===== config.mk =====
export PLATFORM = sky130hd
export DESIGN_NAME = lsu_ctrl_flat
export DESIGN_NICKNAME = d
export VERILOG_FILES = /design/src/rtl/lsu_ctrl_if.sv /design/src/rtl/lsu_ctrl.sv /design/src/flat_wrapper.sv
export SDC_FILE = /design/constraint.sdc
export NUM_CORES = 1
export LEC_CHECK = 0
export CORE_ASPECT_RATIO = 0.6
export CORE_UTILIZATION = 43
export CTS_BUF_LIST = sky130_fd_sc_hd__clkbuf_4
export DETAILED_ROUTE_END_ITERATION = 6
export HOLD_SLACK_MARGIN = 0.15
export PLACE_DENSITY = 0.86
export SETUP_SLACK_MARGIN = 0.3
export SLEW_MARGIN = 20
export SYNTH_ARGS = -nofsm -noshare
export SYNTH_HDL_FRONTEND = slang
export SYNTH_SLANG_ARGS = --single-unit
export TNS_END_PERCENT = 1

===== constraint.sdc =====
create_clock -name clk -period 2.4 [get_ports clk]
set_input_delay 0.24 -clock clk [delete_from_list [all_inputs] [get_ports clk]]
set_output_delay 0.24 -clock clk [all_outputs]
set_load 0.02 [all_outputs]

===== src/rtl/lsu_ctrl_if.sv =====
// rtl/lsu_ctrl_if.sv - operation-side and memory-side bundles of the load/store sequencer
interface lsu_op_if;
  logic        lsu_valid;
  logic        lsu_ready;
  logic        is_store;
  logic [2:0]  funct3;
  logic [31:0] base;
  logic [31:0] imm;
  logic [31:0] store_data;
  logic        done;
  logic        wb_valid;
  logic [31:0] wb_data;
  logic        err_valid;
  logic [1:0]  err_cause;

  modport master (
    output lsu_valid, is_store, funct3, base, imm, store_data,
    input  lsu_ready, done, wb_valid, wb_data, err_valid, err_cause
  );
  modport slave (
    input  lsu_valid, is_store, funct3, base, imm, store_data,
    output lsu_ready, done, wb_valid, wb_data, err_valid, err_cause
  );
endinterface

interface lsu_mem_if;
  logic        mem_req;
  logic        mem_we;
  logic [31:0] mem_addr;
  logic [31:0] mem_wdata;
  logic [3:0]  mem_be;
  logic        mem_gnt;
  logic        mem_rvalid;
  logic [31:0] mem_rdata;

  modport master (
    output mem_req, mem_we, mem_addr, mem_wdata, mem_be,
    input  mem_gnt, mem_rvalid, mem_rdata
  );
  modport slave (
    input  mem_req, mem_we, mem_addr, mem_wdata, mem_be,
    output mem_gnt, mem_rvalid, mem_rdata
  );
endinterface


===== src/rtl/lsu_ctrl.sv =====
// rtl/lsu_ctrl.sv - RV32I load/store sequencer with alignment checks and req/gnt/rvalid memory handshake
module lsu_ctrl #(
  parameter int unsigned TIMEOUT = 255
) (
  input  logic       clk,
  input  logic       rst,
  lsu_op_if.slave    op,
  lsu_mem_if.master  mem
);

  typedef enum logic [2:0] {S_IDLE, S_REQ, S_WAIT, S_DONE, S_ERR} state_t;

  localparam logic [7:0] CNT_LAST = 8'(TIMEOUT - 1);

  state_t      state_q, state_d;
  logic [31:0] ea_q, ea_d;
  logic [2:0]  f3_q, f3_d;
  logic        st_q, st_d;
  logic [31:0] sd_q, sd_d;
  logic [7:0]  cnt_q, cnt_d;
  logic [31:0] wb_data_q, wb_data_d;
  logic [1:0]  err_cause_q, err_cause_d;

  logic [31:0] ea_in;
  logic        illegal_in, misal_in, ready, req;
  logic [31:0] shifted, load_ext, lane_wdata;
  logic [3:0]  lane_be;

  assign ea_in = op.base + op.imm;
  assign ready = (state_q == S_IDLE) && !rst;
  assign req   = (state_q == S_REQ);

  always_comb begin
    illegal_in = 1'b0;
    if (op.is_store)
      illegal_in = op.funct3[2] || (op.funct3[1:0] == 2'b11);
    else
      illegal_in = (op.funct3 == 3'b011) || (op.funct3[2:1] == 2'b11);
    misal_in = ((op.funct3[1:0] == 2'b01) && ea_in[0]) ||
               ((op.funct3[1:0] == 2'b10) && (ea_in[1:0] != 2'b00));
  end

  // Bring the addressed byte/half down to bit 0 before extending.
  always_comb begin
    shifted  = mem.mem_rdata >> {ea_q[1:0], 3'b000};
    load_ext = shifted;
    case (f3_q)
      3'b000:  load_ext = {{24{shifted[7]}}, shifted[7:0]};
      3'b001:  load_ext = {{16{shifted[15]}}, shifted[15:0]};
      3'b100:  load_ext = {24'h0, shifted[7:0]};
      3'b101:  load_ext = {16'h0, shifted[15:0]};
      default: load_ext = shifted;
    endcase
  end

  always_comb begin
    lane_wdata = sd_q;
    lane_be    = 4'b1111;
    case (f3_q[1:0])
      2'b00: begin
        lane_wdata = {4{sd_q[7:0]}};
        lane_be    = 4'b0001 << ea_q[1:0];
      end
      2'b01: begin
        lane_wdata = {2{sd_q[15:0]}};
        lane_be    = ea_q[1] ? 4'b1100 : 4'b0011;
      end
      default: begin
        lane_wdata = sd_q;
        lane_be    = 4'b1111;
      end
    endcase
  end

  always_comb begin
    state_d     = state_q;
    ea_d        = ea_q;
    f3_d        = f3_q;
    st_d        = st_q;
    sd_d        = sd_q;
    cnt_d       = cnt_q;
    wb_data_d   = wb_data_q;
    err_cause_d = err_cause_q;
    case (state_q)
      S_IDLE: begin
        if (op.lsu_valid && ready) begin
          ea_d        = ea_in;
          f3_d        = op.funct3;
          st_d        = op.is_store;
          sd_d        = op.store_data;
          cnt_d       = 8'h00;
          wb_data_d   = 32'h0;
          err_cause_d = 2'b00;
          if (illegal_in) begin
            err_cause_d = 2'b11;
            state_d     = S_ERR;
          end else if (misal_in) begin
            err_cause_d = 2'b01;
            state_d     = S_ERR;
          end else begin
            state_d = S_REQ;
          end
        end
      end
      S_REQ: begin
        cnt_d = cnt_q + 8'h01;
        if (mem.mem_gnt) begin
          state_d = st_q ? S_DONE : S_WAIT;
        end else if (cnt_q == CNT_LAST) begin
          err_cause_d = 2'b10;
          state_d     = S_ERR;
        end
      end
      S_WAIT: begin
        cnt_d = cnt_q + 8'h01;
        if (mem.mem_rvalid) begin
          wb_data_d = load_ext;
          state_d   = S_DONE;
        end else if (cnt_q == CNT_LAST) begin
          err_cause_d = 2'b10;
          state_d     = S_ERR;
        end
      end
      S_DONE:  state_d = S_IDLE;
      S_ERR:   state_d = S_IDLE;
      default: state_d = S_IDLE;
    endcase
  end

  always_ff @(posedge clk) begin
    if (rst) begin
      state_q     <= S_IDLE;
      ea_q        <= 32'h0;
      f3_q        <= 3'b000;
      st_q        <= 1'b0;
      sd_q        <= 32'h0;
      cnt_q       <= 8'h00;
      wb_data_q   <= 32'h0;
      err_cause_q <= 2'b00;
    end else begin
      state_q     <= state_d;
      ea_q        <= ea_d;
      f3_q        <= f3_d;
      st_q        <= st_d;
      sd_q        <= sd_d;
      cnt_q       <= cnt_d;
      wb_data_q   <= wb_data_d;
      err_cause_q <= err_cause_d;
    end
  end

  // Bus outputs are forced to zero outside REQ so nothing stale reaches memory.
  assign mem.mem_req   = req;
  assign mem.mem_we    = req && st_q;
  assign mem.mem_addr  = req ? {ea_q[31:2], 2'b00} : 32'h0;
  assign mem.mem_wdata = (req && st_q) ? lane_wdata : 32'h0;
  assign mem.mem_be    = req ? (st_q ? lane_be : 4'b1111) : 4'b0000;

  assign op.lsu_ready = ready;
  assign op.done      = (state_q == S_DONE);
  assign op.wb_valid  = (state_q == S_DONE) && !st_q;
  assign op.wb_data   = wb_data_q;
  assign op.err_valid = (state_q == S_ERR);
  assign op.err_cause = err_cause_q;

endmodule


===== src/flat_wrapper.sv =====
// flat-port wrapper written by rule: the top's interface ports become plain ports
module lsu_ctrl_flat 
#(
  parameter int unsigned TIMEOUT = 255
)
  (clk, rst, op_lsu_valid, op_is_store, op_funct3, op_base, op_imm, op_store_data, op_lsu_ready, op_done, op_wb_valid, op_wb_data, op_err_valid, op_err_cause, mem_mem_req, mem_mem_we, mem_mem_addr, mem_mem_wdata, mem_mem_be, mem_mem_gnt, mem_mem_rvalid, mem_mem_rdata);
  lsu_op_if op_i ();
  lsu_mem_if mem_i ();
  input  logic clk;
  input  logic rst;
  input wire logic [$bits(op_i.lsu_valid)-1:0] op_lsu_valid;
  input wire logic [$bits(op_i.is_store)-1:0] op_is_store;
  input wire logic [$bits(op_i.funct3)-1:0] op_funct3;
  input wire logic [$bits(op_i.base)-1:0] op_base;
  input wire logic [$bits(op_i.imm)-1:0] op_imm;
  input wire logic [$bits(op_i.store_data)-1:0] op_store_data;
  output wire logic [$bits(op_i.lsu_ready)-1:0] op_lsu_ready;
  output wire logic [$bits(op_i.done)-1:0] op_done;
  output wire logic [$bits(op_i.wb_valid)-1:0] op_wb_valid;
  output wire logic [$bits(op_i.wb_data)-1:0] op_wb_data;
  output wire logic [$bits(op_i.err_valid)-1:0] op_err_valid;
  output wire logic [$bits(op_i.err_cause)-1:0] op_err_cause;
  output wire logic [$bits(mem_i.mem_req)-1:0] mem_mem_req;
  output wire logic [$bits(mem_i.mem_we)-1:0] mem_mem_we;
  output wire logic [$bits(mem_i.mem_addr)-1:0] mem_mem_addr;
  output wire logic [$bits(mem_i.mem_wdata)-1:0] mem_mem_wdata;
  output wire logic [$bits(mem_i.mem_be)-1:0] mem_mem_be;
  input wire logic [$bits(mem_i.mem_gnt)-1:0] mem_mem_gnt;
  input wire logic [$bits(mem_i.mem_rvalid)-1:0] mem_mem_rvalid;
  input wire logic [$bits(mem_i.mem_rdata)-1:0] mem_mem_rdata;
  assign op_i.lsu_valid = op_lsu_valid;
  assign op_i.is_store = op_is_store;
  assign op_i.funct3 = op_funct3;
  assign op_i.base = op_base;
  assign op_i.imm = op_imm;
  assign op_i.store_data = op_store_data;
  assign op_lsu_ready = op_i.lsu_ready;
  assign op_done = op_i.done;
  assign op_wb_valid = op_i.wb_valid;
  assign op_wb_data = op_i.wb_data;
  assign op_err_valid = op_i.err_valid;
  assign op_err_cause = op_i.err_cause;
  assign mem_mem_req = mem_i.mem_req;
  assign mem_mem_we = mem_i.mem_we;
  assign mem_mem_addr = mem_i.mem_addr;
  assign mem_mem_wdata = mem_i.mem_wdata;
  assign mem_mem_be = mem_i.mem_be;
  assign mem_i.mem_gnt = mem_mem_gnt;
  assign mem_i.mem_rvalid = mem_mem_rvalid;
  assign mem_i.mem_rdata = mem_mem_rdata;
  lsu_ctrl #(.TIMEOUT(TIMEOUT)) u_core (.clk(clk), .rst(rst), .op(op_i), .mem(mem_i));
endmodule

==> results.txt <==
status = finished clean
core footprint = 16,300 um2
Reg clk slew, reported paths = 110 ps
crit share post-route = 93.0%
drt pass-1 iters = 5
Worst Max-Slew Pin Slew = 738 ps
Die W = 169 um
Die Y = 102 um
post-synthesis sequential area ratio = 31.3%
Post-synth EDFFs = 0
Fin. Hold Viols = 0
synth warn = 0
Max transition margin = 50.8%
Startpoint Class = flip-flop
dpl cells = 1,451
worst vdd ir = 0.261 mV
total track usage = 28.9%
Yosys reg bits = 113
Syn Inst Count = 961
Netlist Area Pre-Place = 7230 um2
count leader, synth = nand2_1
pre-CTS setup slack = -341 ps
Final setup viols = 0
launch point of the worst path = u_core.st_q$_SDFFE_PP0P_
clk_skew = 29.7 ps
PortBufs = 242
Via-to-Cell Ratio = 5.55
cell area power density = 490 nW/um2
Total Nets Final = 1,414
Worst Hold Class = input pin to flip-flop
cell taking the most area after synthesis = dfxtp_1
post-route ant nets = 0
max cap viols = 0
hpwl dp = 19,200 um
Leak = 4.55 nW
Final Slew Violations = 0
async set-reset flop share out of synthesis = 0%
Crit Path Max Fanout = 6
Synth area leaders = dfxtp_1, nand2_1, ha_1
main flop type after synthesis = dfxtp_1
DP Area = 10,400 um2
via count = 8,245
DRC Markers = 0
global route overflow = 0
# fillers = 1,412
design area = 10,800 um2
Clk Latency, worst-skew pair = 530 ps
wire per inst = 17.6 um
Cell Count, Final, Fillers Out = 1,485
Synth top area share = 31.3%
Netlist cell types = 63
CTS tree = done
min Tclk post-route = 2230 ps
share of post-route cells with drive strength above 1 = 20.6%
first-pass GRT wire length = 38,800 um
WP data required = 2160 ps
GPL Wtd Cong = 0.941
R2R setup slack = 410 ps
row count = 36
CTS sink cnt = 113
Clock Path Buffers = 2
vias in the first global route = 7,230
worst setup margin = 167 ps
worst reg2reg path depth = 8
Initial Util = 44.3%
CP Capture Type = output port
top cells by count, synth = nand2_1, dfxtp_1, nor2_1
TritonCTS Buffers = 17
Area growth syn-to-layout = 49.6%
Clock H-tree levels = 4
initial antenna violation count = 2
RSZ-0062 raised after global routing = yes
Reg-to-Reg End = u_core.f3_q[2]$_SDFFE_PP0P_
Worst setup endpoint = mem_mem_be[0]
pin count of the biggest net entering global routing = 58
CTS root buf = clkbuf_4
Fmax = 448 MHz
crit path DAT = 1990 ps
Reg-to-Reg Start = u_core.state_q[0]$_SDFFE_PP0P_
Top-Level Pins = 245
Initial DRC Count = 695
Setup CP Type = flip-flop to output port
Mean Syn Cell Area = 7.52 um2
drt total wl = 26,200 um
die area = 17,300 um2
[how the worst min path moves through the flow]
stage	slack, ps	cells past startpoint	to	start
floorplan	340	2	u_core.f3_q[0]$_SDFFE_PP0P_	op_funct3[0]
global placement	430	2	u_core.ea_q[19]$_SDFFE_PP0P_	u_core.ea_q[19]$_SDFFE_PP0P_
detailed placement	440	2	u_core.ea_q[20]$_SDFFE_PP0P_	u_core.ea_q[20]$_SDFFE_PP0P_
CTS	180	3	u_core.sd_q[5]$_SDFFE_PP0P_	op_store_data[5]
global route	170	4	u_core.ea_q[0]$_SDFFE_PP0P_	op_base[0]
finish	180	4	u_core.ea_q[0]$_SDFFE_PP0P_	op_base[0]
[per-layer routing]
layer | GRT usage [%] | share of wire [%]
met2 | 41.6 | 42
met4 | 10.2 | 2.0
met3 | 6.31 | 9.4
met5 | 0 | 0.042
met1 | 42.0 | 46
[what timing repair did]
item                                    CTS  global route
resized for setup                       160           200
hold buffers                              1             0
setup buffers                             0             0
pin swaps                                 0            19
endpoints found under the setup margin   96           102
hold endpoints to repair                  4             0
[cells by family after synthesis]
group | Yosys count | synth area share, %
fa+ha+maj | 34 | 5.99
xor+xnor | 31 | 3.76
simple gates | 415 | 28.4
buf+inv | 91 | 5.00
mux | 34 | 4.73
flops | 113 | 31.3
compound gates | 242 | 20.8
other cells | 1 | 0.0519
[state kept, by name, indices dropped and copies added (netlist names)]
register             cells
u_core.op.err_cause      2
u_core.ea_q             32
u_core.sd_q             32
u_core.f3_q              3
u_core.cnt_q             8
u_core.st_q              1
u_core.op.wb_data       32
u_core.state_q           3
[power by group]
group | total [mW] | switching [mW] | internal (mW)
Sequential | 2.08 | 0.0894 | 1.99
Combinational | 1.62 | 0.831 | 0.790
Clock | 1.59 | 0.858 | 0.732
Total | 5.29 | 1.78 | 3.52
[through the flow]
stage	power [mW]	setup TNS (ps)	util [%]	hold slack, ps
floorplan	2.93	0	-	339
global placement	3.59	-3370	63.7	429
detailed placement	3.62	-5020	63.7	436
CTS	5.21	0	65.4	183
global route	5.55	0	66.3	168
finish	5.29	0	66.3	182
[critical path, cell delays in order (launching register included)]
cell	delay [ps]
dfxtp_1	490
nor2b_2	260
o21a_1	150
nor2_1	40
clkdlybuf4s50_1	540
[layout make-up]
cell class              instances  area, um2  share of cell area [%]
diodes                          1       2.50                  0.0231
clock buffers                  17        128                    1.18
clock inverters                15        183                    1.69
inverters                      16       62.6                   0.579
multi-input cells             758       4900                    45.3
flip-flops and latches        113       2270                    21.0
well taps                     228        285                    2.64
repair buffers                337       2980                    27.6
[cells in the final DEF, fill, tap and decap left out, types with 9 or more instances in the layout]
cell	n
dlymetal6s2s_1	11
buf_2	15
clkbuf_4	17
nand3b_1	53
inv_1	15
a21oi_1	74
dfxtp_1	109
a22oi_1	16
a211oi_1	15
nor2b_1	10
mux2i_1	29
clkbuf_2	18
nand2_1	148
buf_4	118
clkdlybuf4s50_1	164
and2_1	29
a31oi_1	12
nand4_1	13
a21o_1	9
xor2_1	11
nor2_1	79
nand3_1	20
and3_1	13
ha_1	24
xnor2_1	20
o21ai_0	54
No activity file was read; power rests on OpenSTA's default activity.
